$ cat src/rtl/ext_ctrl_fsm.sv
// ext_ctrl_fsm: extension control FSM for the multi-cycle MIPS core.
// The main controller parks itself and pulses i_start. This block then runs
// the datapath for JAL, JR, JALR, BNE and LUI. It hands control back with a
// one-cycle o_done, and raises o_illegal with o_done for an unsupported op/funct.
//
// Ports:
//   i_clk, i_rst_n      clock, asynchronous active-low reset
//   i_start             hand-off request, sampled only in IDLE
//   i_op, i_funct       instruction fields, latched with i_start
//   i_zero              live ALU zero flag (BNE Mealy term into PCWrite)
//   PCWriteCond..RegDst full datapath control bundle
//   ALUOp               ALU control (001 subtract, 110 LUI)
//   c_state             STATE_BASE + state offset
//   o_busy/o_done       non-IDLE indicator / hand-back strobe
//   o_illegal           unsupported instruction flag, with o_done
module ext_ctrl_fsm #(
  parameter logic [7:0] STATE_BASE = 8'd100
) (
  input  logic       i_clk,
  input  logic       i_rst_n,
  input  logic       i_start,
  input  logic [5:0] i_op,
  input  logic [5:0] i_funct,
  input  logic       i_zero,
  output logic       PCWriteCond,
  output logic       PCWrite,
  output logic       MemRead,
  output logic       MemWrite,
  output logic       IRWrite,
  output logic       RegWrite,
  output logic [1:0] IorD,
  output logic [1:0] MemtoReg,
  output logic [1:0] PCSource,
  output logic [1:0] ALUSrcA,
  output logic [1:0] ALUSrcB,
  output logic [1:0] RegDst,
  output logic [2:0] ALUOp,
  output logic [7:0] c_state,
  output logic       o_busy,
  output logic       o_done,
  output logic       o_illegal
);

  typedef enum logic [2:0] {
    StIdle    = 3'd0,
    StJal     = 3'd1,
    StJr      = 3'd2,
    StJalr    = 3'd3,
    StBne     = 3'd4,
    StLuiEx   = 3'd5,
    StLuiWb   = 3'd6,
    StIllegal = 3'd7
  } state_e;

  typedef struct packed {
    logic       pc_write;
    logic       reg_write;
    logic [1:0] mem_to_reg;
    logic [1:0] pc_source;
    logic [1:0] alu_src_a;
    logic [1:0] alu_src_b;
    logic [1:0] reg_dst;
    logic [2:0] alu_op;
    logic       bne;      // PCWrite is then gated live by ~i_zero
    logic       busy;
    logic       done;
    logic       illegal;
  } ctrl_t;

  localparam logic [5:0] OpRtype = 6'b000000;
  localparam logic [5:0] OpJal   = 6'b000011;
  localparam logic [5:0] OpBne   = 6'b000101;
  localparam logic [5:0] OpLui   = 6'b001111;
  localparam logic [5:0] FnJr    = 6'b001000;
  localparam logic [5:0] FnJalr  = 6'b001001;

  function automatic state_e decode(input logic [5:0] op, input logic [5:0] funct);
    state_e s;
    s = StIllegal;
    if (op == OpJal) begin
      s = StJal;
    end else if (op == OpBne) begin
      s = StBne;
    end else if (op == OpLui) begin
      s = StLuiEx;
    end else if (op == OpRtype && funct == FnJr) begin
      s = StJr;
    end else if (op == OpRtype && funct == FnJalr) begin
      s = StJalr;
    end
    return s;
  endfunction

  function automatic ctrl_t ctrl_for(input state_e s);
    ctrl_t c;
    c = '0;
    c.busy = (s != StIdle);
    case (s)
      StJal: begin
        c.reg_dst    = 2'd2;
        c.mem_to_reg = 2'd2;
        c.reg_write  = 1'b1;
        c.pc_source  = 2'd2;
        c.pc_write   = 1'b1;
        c.done       = 1'b1;
      end
      StJr: begin
        c.pc_source = 2'd3;
        c.pc_write  = 1'b1;
        c.done      = 1'b1;
      end
      StJalr: begin
        c.reg_dst    = 2'd1;
        c.mem_to_reg = 2'd2;
        c.reg_write  = 1'b1;
        c.pc_source  = 2'd3;
        c.pc_write   = 1'b1;
        c.done       = 1'b1;
      end
      StBne: begin
        c.alu_src_a = 2'd1;
        c.alu_src_b = 2'd0;
        c.alu_op    = 3'b001;
        c.pc_source = 2'd1;
        c.bne       = 1'b1;
        c.done      = 1'b1;
      end
      StLuiEx: begin
        c.alu_src_b = 2'd2;
        c.alu_op    = 3'b110;
      end
      StLuiWb: begin
        c.reg_write = 1'b1;
        c.done      = 1'b1;
      end
      StIllegal: begin
        c.done    = 1'b1;
        c.illegal = 1'b1;
      end
      default: ;
    endcase
    return c;
  endfunction

  state_e     state_q, state_d;
  logic [5:0] op_q, funct_q;
  ctrl_t      ctrl_q;

  always_comb begin
    state_d = state_q;
    case (state_q)
      StIdle:  if (i_start) state_d = decode(i_op, i_funct);
      // The latched copy decides the write-back, so late op churn cannot leak in.
      StLuiEx: state_d = (decode(op_q, funct_q) == StLuiEx) ? StLuiWb : StIllegal;
      default: state_d = StIdle;
    endcase
  end

  // Outputs are registered from the next state so they line up with state_q.
  always_ff @(posedge i_clk or negedge i_rst_n) begin
    if (!i_rst_n) begin
      state_q <= StIdle;
      op_q    <= '0;
      funct_q <= '0;
      ctrl_q  <= '0;
    end else begin
      state_q <= state_d;
      ctrl_q  <= ctrl_for(state_d);
      if (state_q == StIdle && i_start) begin
        op_q    <= i_op;
        funct_q <= i_funct;
      end
    end
  end

  assign PCWriteCond = 1'b0;
  assign MemRead     = 1'b0;
  assign MemWrite    = 1'b0;
  assign IRWrite     = 1'b0;
  assign IorD        = 2'd0;
  assign PCWrite     = ctrl_q.pc_write | (ctrl_q.bne & ~i_zero);
  assign RegWrite    = ctrl_q.reg_write;
  assign MemtoReg    = ctrl_q.mem_to_reg;
  assign PCSource    = ctrl_q.pc_source;
  assign ALUSrcA     = ctrl_q.alu_src_a;
  assign ALUSrcB     = ctrl_q.alu_src_b;
  assign RegDst      = ctrl_q.reg_dst;
  assign ALUOp       = ctrl_q.alu_op;
  assign o_busy      = ctrl_q.busy;
  assign o_done      = ctrl_q.done;
  assign o_illegal   = ctrl_q.illegal;
  assign c_state     = STATE_BASE + {5'd0, state_q};

endmodule

$ cat config.mk
export PLATFORM = sky130hd
export DESIGN_NAME = ext_ctrl_fsm
export DESIGN_NICKNAME = d
export VERILOG_FILES = /design/src/rtl/ext_ctrl_fsm.sv
export SDC_FILE = /design/constraint.sdc
export NUM_CORES = 1
export LEC_CHECK = 0
export BUFFER_PORTS_ARGS = -buffer_cell sky130_fd_sc_hd__buf_2
export CAP_MARGIN = 0
export CELL_PAD_IN_SITES_DETAIL_PLACEMENT = 1
export CELL_PAD_IN_SITES_GLOBAL_PLACEMENT = 1
export CORE_ASPECT_RATIO = 0.8
export CORE_MARGIN = 2
export CORE_UTILIZATION = 34
export CTS_CLUSTER_DIAMETER = 120
export DETAILED_ROUTE_END_ITERATION = 8
export GPL_ROUTABILITY_DRIVEN = 0
export PLACE_DENSITY = 0.79
export SETUP_SLACK_MARGIN = 0.5
export SKIP_CTS_REPAIR_TIMING = 1
export SLEW_MARGIN = 40
export SYNTH_ARGS = -nofsm -noshare
export SYNTH_HDL_FRONTEND = slang
export SYNTH_SLANG_ARGS = --single-unit
$ cat constraint.sdc
create_clock -name i_clk -period 2.05 [get_ports i_clk]
set_input_delay 0.41 -clock i_clk [delete_from_list [all_inputs] [get_ports i_clk]]
set_output_delay 0.41 -clock i_clk [all_outputs]
set_load 0.05 [all_outputs]
==> results of run 1 <==
## cell families after synthesis
family / count (synthesis) / synth area share (%)
buffers and inverters: 22 / 13.1
AO/OA/AOI/OAI: 12 / 12.0
XOR/XNOR: 1 / 0.784
AND/OR/NAND/NOR: 48 / 25.5
multiplexers: 1 / 0.896
flip-flops: 21 / 47.0
other: 2 / 0.672
## flip-flops by register name (all words and copies together), names as in the netlist
name and count:
MemtoReg 1, PCSource 2, RegDst 2, ALUOp 2, o_done 1, state_q 3
ALUSrcA 1, RegWrite 1, op_q 6, o_illegal 1, o_busy 1
## Yosys cell counts (2+ instances only)
cell / count / area (µm²)
nor3b_2: 2 / 25.0
or3_1: 2 / 12.5
nand3_1: 2 / 10.0
a22oi_1: 2 / 15.0
nor2_1: 3 / 11.3
buf_4: 15 / 113
nand2_1: 22 / 82.6
nand4_1: 2 / 12.5
conb_1: 2 / 7.51
dfrtp_1: 21 / 526
inv_1: 4 / 15.0
clkbuf_1: 2 / 7.51
and3_1: 3 / 18.8
## final cells by class
| class | instances | share of cell area [%] |
|---|---|---|
| repair buffers | 42 | 17.0 |
| multi-input cells | 75 | 36.7 |
| well taps | 40 | 3.63 |
| flip-flops and latches | 21 | 38.4 |
| inverters | 4 | 1.09 |
| clock buffers | 4 | 3.27 |
## routing by layer
metal  up-vias  global-route usage (%)  share of wire [%]
met5         -                       0                  0
li1        413                       -                  -
met1       409                    19.5                 44
met3         2                    2.65                6.5
met4         0                    6.00               0.81
met2        36                    22.3                 49
## power by group through the flow
stage	Combinational, mW	Sequential, mW	Clock, mW
floorplan	0.568	1.05	0
global placement	1.14	0.670	0
detailed placement	1.16	0.681	0
CTS	1.17	0.674	0.273
global route	1.38	0.681	0.302
finish	1.29	0.659	0.267
## per-stage QoR
stage,setup slack (ns),utilization (%)
global placement,0.223,40.7
global route,0.186,44.4
finish,0.267,44.4
CTS,0.198,42.2
detailed placement,0.132,40.7
floorplan,0.201,-
## worst paths after layout
kind,start,endpoint,slack (ns),cells past startpoint
setup / recovery,state_q[2],ALUOp[0],0.27,4
hold / removal,i_rst_n,PCSource[1],0.09,1
setup reg to reg,state_q[2],ALUOp[0],0.27,4
hold reg to reg,op_q[0],op_q[0],0.48,2
max in group asynchronous,i_rst_n,state_q[2],1.63,1
min in group i_clk,i_op[5],op_q[5],0.42,3
==> results.toml, run 1 <==
[status]
outcome = "completed"

[cells_and_area]
fillers = 377
final_common_cell = "buf_2"
layout-drive-gt1-share_pct = 45.2
most-common-layout-cells = "buf_2, nand2_1, dfrtp_1"
nets = 163
post_layout_nonfiller_instances = 186
regArea_um2 = 529
syn_to_final_growth_pct = 23.4
antenna_cells = 0
stdcell_area_um2 = 1380
multi_input_area_um2 = 505

[sta]
period_share_pct = 87.0
rsz0062_at_grt = "yes"
hold_viol_final = 0
clock-skew-final_ns = 0.00158
holdWs_ns = 0.0905
final.min_clock_period_ns = 1.78
final-max-slew-violation-count = 0
final.setup.tns_ns = 0
clock.fmax_mhz = 561
finalSetupViolCount = 0

[power_and_ir_drop]
p_int_mw = 1.12
pwr-share-clk_pct = 12.1
swShare_pct = 49.6
p_switching_mw = 1.10
p_leak_nw = 0.723
p_per_area_nw_per_um2 = 1610
p_comb_share_pct = 58.1
pwr-share-seq_pct = 29.8
vdd_drop_max_mv = 0.434
power_mw = 2.21

[global_routing]
antenna_found_initial = 0
grt_max_degree = 22
grt_pass1_wl_mm = 4.04
first_global_vias = 902
overflow = 0
grt.total_usage_pct = 14.4

[critical_path]
crit_family = "simple AND/OR/NAND/NOR gates"
crit_arrival_ns = 1.98
cpMaxStageDelayCell = "or4b_4"
critical_path_class = "flop to flop"
end_kind = "flop"
cpPeakStageDelay_ns = 0.59
worstPathMaxFanout = 7
cp.required_ns = 2.25
worst-path-buf-inv = 0
start_kind = "flop"
crit_chain = "or4b_4 > a31oi_4 > and2_4 > and3_1"

[floorplanning]
dieArea_um2 = 3760
die_w_um = 68.1
start_util_pct = 36.0
boundaryPins = 48
dieHeight_um = 55.3
rows = 18
fp.coreArea_um2 = 3110

[logic_synthesis]
syn_avg_cell_area_um2 = 10.4
syn_area_um2 = 1120
synthArstFlopShare_pct = 100
synthCells = 107
yosysSeqAreaShare_pct = 47.0
synth_ff_type = "dfrtp_1"
ys_seq_elements = 21
synth_edf_count = 0
ys_types = 38
ys_warn_count = 0

[route]
avgViaCountPerCell = 4.62
drt_iter0_drc = 29
dr_total_vias = 860
wl_per_cell_um = 13.9
drt_wl_total_mm = 2.59
route.detailed.drc = 0
drtPass1Iterations = 4
ant_nets = 0

[place]
dp_cells = 176
place_area_um2 = 1270
hpwlAfterDp_mm = 1.99
portBuffers = 34

[clock_tree]
cts_root_buf = "clkbuf_8"
htree_levels = 1
clk_latency_ns = 0.25
numClockSinks = 21
cts_tree = "yes"
path_clk_slew_ns = 0.07
cts_buffers = 3
cts_max_path_buffers = 2

[flow_run]
maxCapViolations = 0

[min_path]
hp-class = "primary input to async pin"
No activity file was read; power rests on OpenSTA's default activity.
==> run 2: changes to the inputs <==
--- a/config.mk
+++ b/config.mk
@@ -9,7 +9,6 @@
 export CAP_MARGIN = 0
 export CELL_PAD_IN_SITES_DETAIL_PLACEMENT = 1
 export CELL_PAD_IN_SITES_GLOBAL_PLACEMENT = 1
-export CORE_ASPECT_RATIO = 0.8
 export CORE_MARGIN = 2
 export CORE_UTILIZATION = 34
 export CTS_CLUSTER_DIAMETER = 120
==> run 2 against run 1 <==
Effect of this change: total power shrank 4.5%; highest routed layer is now met3; critical path depth increased by 1; flip-flop and latch count unchanged; fmax shrank 2.7%.
==> results.toml, run 2 (synthesis gave the netlist of run 1 again) <==
[sta]
final.setup.tns_ns = 0
final.min_clock_period_ns = 1.83
hold_viol_final = 0
clock.fmax_mhz = 546
holdWs_ns = 0.0385
clock-skew-final_ns = 0.00822
final-max-slew-violation-count = 0
period_share_pct = 89.4
finalSetupViolCount = 0
rsz0062_at_grt = "yes"

[power_and_ir_drop]
power_mw = 2.12
p_per_area_nw_per_um2 = 1550
p_leak_nw = 0.714
vdd_drop_max_mv = 0.439

[floorplanning]
dieHeight_um = 61.3
start_util_pct = 36.3
rows = 20
die_w_um = 61.3
dieArea_um2 = 3760
fp.coreArea_um2 = 3080
boundaryPins = 48

[cells_and_area]
syn_to_final_growth_pct = 21.9
layout-drive-gt1-share_pct = 45.5
antenna_cells = 0
stdcell_area_um2 = 1360
regMostFlops = "op_q"
final_common_cell = "buf_2"
largestRegisters = "op_q: 6 flops, state_q: 3 flops"
most-common-layout-cells = "buf_2, nand2_1, dfrtp_1"
nets = 162
largest_reg_flops = 6

[critical_path]
critical_path_class = "flop to flop"
end_kind = "flop"
worstPathMaxFanout = 5
cp.required_ns = 2.25
start_kind = "flop"
crit_start = "state_q[0]"
rr_startpoint = "state_q[0]"
crit_arrival_ns = 2.03

[global_routing]
grt_max_degree = 22
antenna_found_initial = 0
grt.total_usage_pct = 14.1
first_global_vias = 876
overflow = 0
grt_pass1_wl_mm = 3.95

[clock_tree]
htree_levels = 1
cts_buffers = 3
clk_latency_ns = 0.30
cts_max_path_buffers = 2
path_clk_slew_ns = 0.12
cts_root_buf = "clkbuf_4"
numClockSinks = 21
cts_tree = "yes"

[place]
place_area_um2 = 1290
hpwlAfterDp_mm = 2.09
portBuffers = 34

[route]
wl_per_cell_um = 13.8
drtPass1Iterations = 4
dr_total_vias = 861
ant_nets = 0
drt_wl_total_mm = 2.61
route.detailed.drc = 0
avgViaCountPerCell = 4.56
drt_iter0_drc = 20

[flow_run]
maxCapViolations = 0

[min_path]
hp-class = "primary input to async pin"

[status]
outcome = "completed"
-- run 2: final timing paths --
path | end | slack [ns] | cells past startpoint
max | ALUOp[1] | 0.22 | 5
max in group asynchronous | state_q[1] | 1.67 | 1
min reg2reg | op_q[4] | 0.50 | 2
min in group i_clk | op_q[0] | 0.35 | 3
max reg2reg | ALUOp[1] | 0.22 | 5
min | PCSource[0] | 0.04 | 1
-- run 2: routing by layer --
metal | global-route usage [%] | up-vias | share of wire (%)
met1 | 16.4 | 422 | 41
met2 | 27.1 | 31 | 53
li1 | - | 408 | -
met4 | 1.86 | 0 | 0
met5 | 0 | - | 0
met3 | 2.73 | 0 | 5.7
-- run 2: through the flow --
step,std cells,util [%],setup WS [ns]
2_1_floorplan,118,-,0.201
6_report,189,44.3,0.217
4_1_cts,186,42.7,0.200
5_1_grt,189,44.3,0.166
3_3_place_gp,182,41.8,0.292
3_5_place_dp,182,41.8,0.217
-- run 2: final cells by class --
type | count | area (µm²)
Inverter | 4 | 15.0
Tap cell | 44 | 55.1
Multi-Input combinational cell | 75 | 505
Clock inverter | 1 | 5.00
Timing Repair Buffer | 41 | 230
Fill cell | 366 | 1720
Sequential cell | 21 | 529
Clock buffer | 3 | 22.5
-- run 2: critical path, stage by stage, from the launching register on --
cell	delay (ns)
dfrtp_2	0.45
or4b_4	0.60
a31oi_4	0.25
buf_6	0.16
nand2_2	0.08
nor3b_2	0.18
-- run 2: power breakdown --
group,switching [mW],internal (mW)
Clock,0.128,0.0726
Sequential,0.0882,0.584
Combinational,0.882,0.360
Total,1.10,1.02
==> run 3: changes to the inputs <==
--- a/config.mk
+++ b/config.mk
@@ -5,12 +5,13 @@
 export SDC_FILE = /design/constraint.sdc
 export NUM_CORES = 1
 export LEC_CHECK = 0
+export ABC_AREA = 1
 export BUFFER_PORTS_ARGS = -buffer_cell sky130_fd_sc_hd__buf_2
 export CAP_MARGIN = 0
 export CELL_PAD_IN_SITES_DETAIL_PLACEMENT = 1
 export CELL_PAD_IN_SITES_GLOBAL_PLACEMENT = 1
 export CORE_MARGIN = 2
-export CORE_UTILIZATION = 34
+export CORE_UTILIZATION = 33
 export CTS_CLUSTER_DIAMETER = 120
 export DETAILED_ROUTE_END_ITERATION = 8
 export GPL_ROUTABILITY_DRIVEN = 0
==> run 3 against run 2 <==
Effect of this change: register-to-register slack better by 0.44 ns; critical endpoint is now PCWrite; largest cell class unchanged; count of clock-buffer cells in the layout unchanged; critical path depth down 3; fmax up 22%; global-route usage down 1.1 points; via count down 1.0%; largest power group unchanged; sequential power about the same; core utilization down 4.6 points; synthesized cell count up 21%; worst hold slack worse by 0.0097 ns.
==> results.toml, run 3 <==
[critical_path]
worstPathMaxFanout = 2
cpPeakStageDelay_ns = 0.39
worst-path-buf-inv = 1
crit_arrival_ns = 1.09
end_kind = "primary output"
cpMaxStageDelayCell = "dfrtp_1"
cp.required_ns = 1.64
crit_family = "flip-flops"
critical_path_class = "flop to primary output"
start_kind = "flop"
crit_chain = "o21bai_2 > buf_2"

[logic_synthesis]
synth_ff_type = "dfrtp_1"
synth_area_leaders = "dfrtp_1, buf_4, nand2_1"
yosysSeqAreaShare_pct = 46.6
syn_area_um2 = 1130
synth_top_family_by_area = "simple AND/OR/NAND/NOR gates"
muxShareOfSynthArea_pct = 0
synth-simple-area-share_pct = 30.8
ys_top_cells_by_count = "nand2_1, dfrtp_1, inv_1"
synthCells = 129
synth_edf_count = 0
syn_avg_cell_area_um2 = 8.75
ys_types = 23
synth_top_area_share_pct = 46.6
yosys.area_share.xor_xnor_pct = 0
synth_most_common_cell = "nand2_1"
synth_fa_ha_area_share_pct = 0
ys_warn_count = 0
synthArstFlopShare_pct = 100
synth_compound_area_share_pct = 3.10
ys_seq_elements = 21
synth_top_area_cell = "dfrtp_1"

[power_and_ir_drop]
pwr-share-clk_pct = 9.2
vdd_drop_max_mv = 0.371
p_switching_mw = 1.19
p_leak_nw = 0.783
p_int_mw = 0.945
pwr-share-seq_pct = 31.3
p_per_area_nw_per_um2 = 1630
swShare_pct = 55.8
p_comb_share_pct = 59.5

[floorplanning]
dieHeight_um = 62.5
dieArea_um2 = 3900
die_w_um = 62.5
start_util_pct = 34.1
fp.coreArea_um2 = 3310
boundaryPins = 48
rows = 21

[place]
pre_cts_slack_ns = 0.551
hpwlAfterDp_mm = 1.93
portBuffers = 34
place_area_um2 = 1280

[flow_run]
maxCapViolations = 0

[global_routing]
grt_max_degree = 22
grt.total_usage_pct = 13.0
first_global_vias = 907
grt_pass1_wl_mm = 4.00
overflow = 0
antenna_found_initial = 0

[cells_and_area]
regArea_um2 = 527
nets = 179
largest_reg_flops = 6
stdcell_area_um2 = 1310
most-common-layout-cells = "buf_2, nand2_1, dfrtp_1"
fillers = 432
multi_input_area_um2 = 435
regMostFlops = "op_q"
syn_to_final_growth_pct = 16.3
antenna_cells = 0
largestRegisters = "op_q: 6 flops, state_q: 3 flops"
layout-drive-gt1-share_pct = 40.7
final_common_cell = "buf_2"

[sta]
rsz0062_at_grt = "no"
period_share_pct = 73.0
final.setup.tns_ns = 0
finalSetupViolCount = 0
hold_viol_final = 0
setup_slack_ns = 0.553
clock-skew-final_ns = 0.00244
clock.fmax_mhz = 668
final-max-slew-violation-count = 0
holdWs_ns = 0.0287
final.min_clock_period_ns = 1.50

[route]
route.detailed.drc = 0
drt_wl_total_mm = 2.27
wl_per_cell_um = 10.9
dr_total_vias = 852
drtPass1Iterations = 2
avgViaCountPerCell = 4.10
ant_nets = 0
drt_iter0_drc = 2

[clock_tree]
cts_buffers = 3
clk_latency_ns = 0.31
htree_levels = 1
path_clk_slew_ns = 0.11
cts_max_path_buffers = 2
cts_tree = "yes"
numClockSinks = 21
cts_root_buf = "clkbuf_4"

[status]
outcome = "completed"

[min_path]
hp-class = "primary input to async pin"
-- run 3: cell families (layout without fill, tap and decap cells) --
group	after synthesis	in the layout
simple gates	61	61
buf+inv	40	62
flops	21	21
compound gates	5	5
other cells	2	13
-- run 3: power by group through the flow --
stage          Clock [mW]  Sequential (mW)  Combinational (mW)
6_report            0.197            0.669                1.27
5_1_grt             0.215            0.693                1.37
4_1_cts             0.203            0.673                1.29
3_5_place_dp            0            0.681                1.29
3_3_place_gp            0            0.668                1.24
2_1_floorplan           0             1.06               0.652
-- run 3: stage by stage --
| step | power, mW | cells | utilization (%) |
|---|---|---|---|
| 6_report | 2.14 | 208 | 39.6 |
| 5_1_grt | 2.28 | 208 | 39.6 |
| 4_1_cts | 2.17 | 208 | 39.6 |
| 3_5_place_dp | 1.97 | 204 | 38.8 |
| 3_3_place_gp | 1.91 | 204 | 38.8 |
| 2_1_floorplan | 1.72 | 140 | - |
-- run 3: final cells by class --
cell class	instances	share of cell area (%)
clock buffer	3	1.72
clock inverter	1	0.381
inverter	24	7.24
multi-input combinational	79	33.2
sequential	21	40.1
tap	46	4.39
timing repair buffer	34	13.0
-- run 3: final timing paths --
path	slack [ns]	depth (start not counted)	to	start
max reg2reg	0.66	9	RegWrite	state_q[1]
min in group i_clk	0.35	3	op_q[4]	i_op[4]
min	0.03	1	RegWrite	i_rst_n
max in group asynchronous	1.69	1	state_q[2]	i_rst_n
max	0.55	2	PCWrite	PCSource[1]
min reg2reg	0.49	2	op_q[2]	op_q[2]
-- run 3: routing by layer --
layer  part of all wire, %  global-route usage (%)  routed length (µm)  vias up
li1                      -                       -                   -      417
met1                    36                    13.2                 828      397
met2                    54                    24.6                1220       33
met3                   6.9                    2.16                 157        5
met4                   2.6                    7.50                  58        0
met5                     0                       0                   0        -
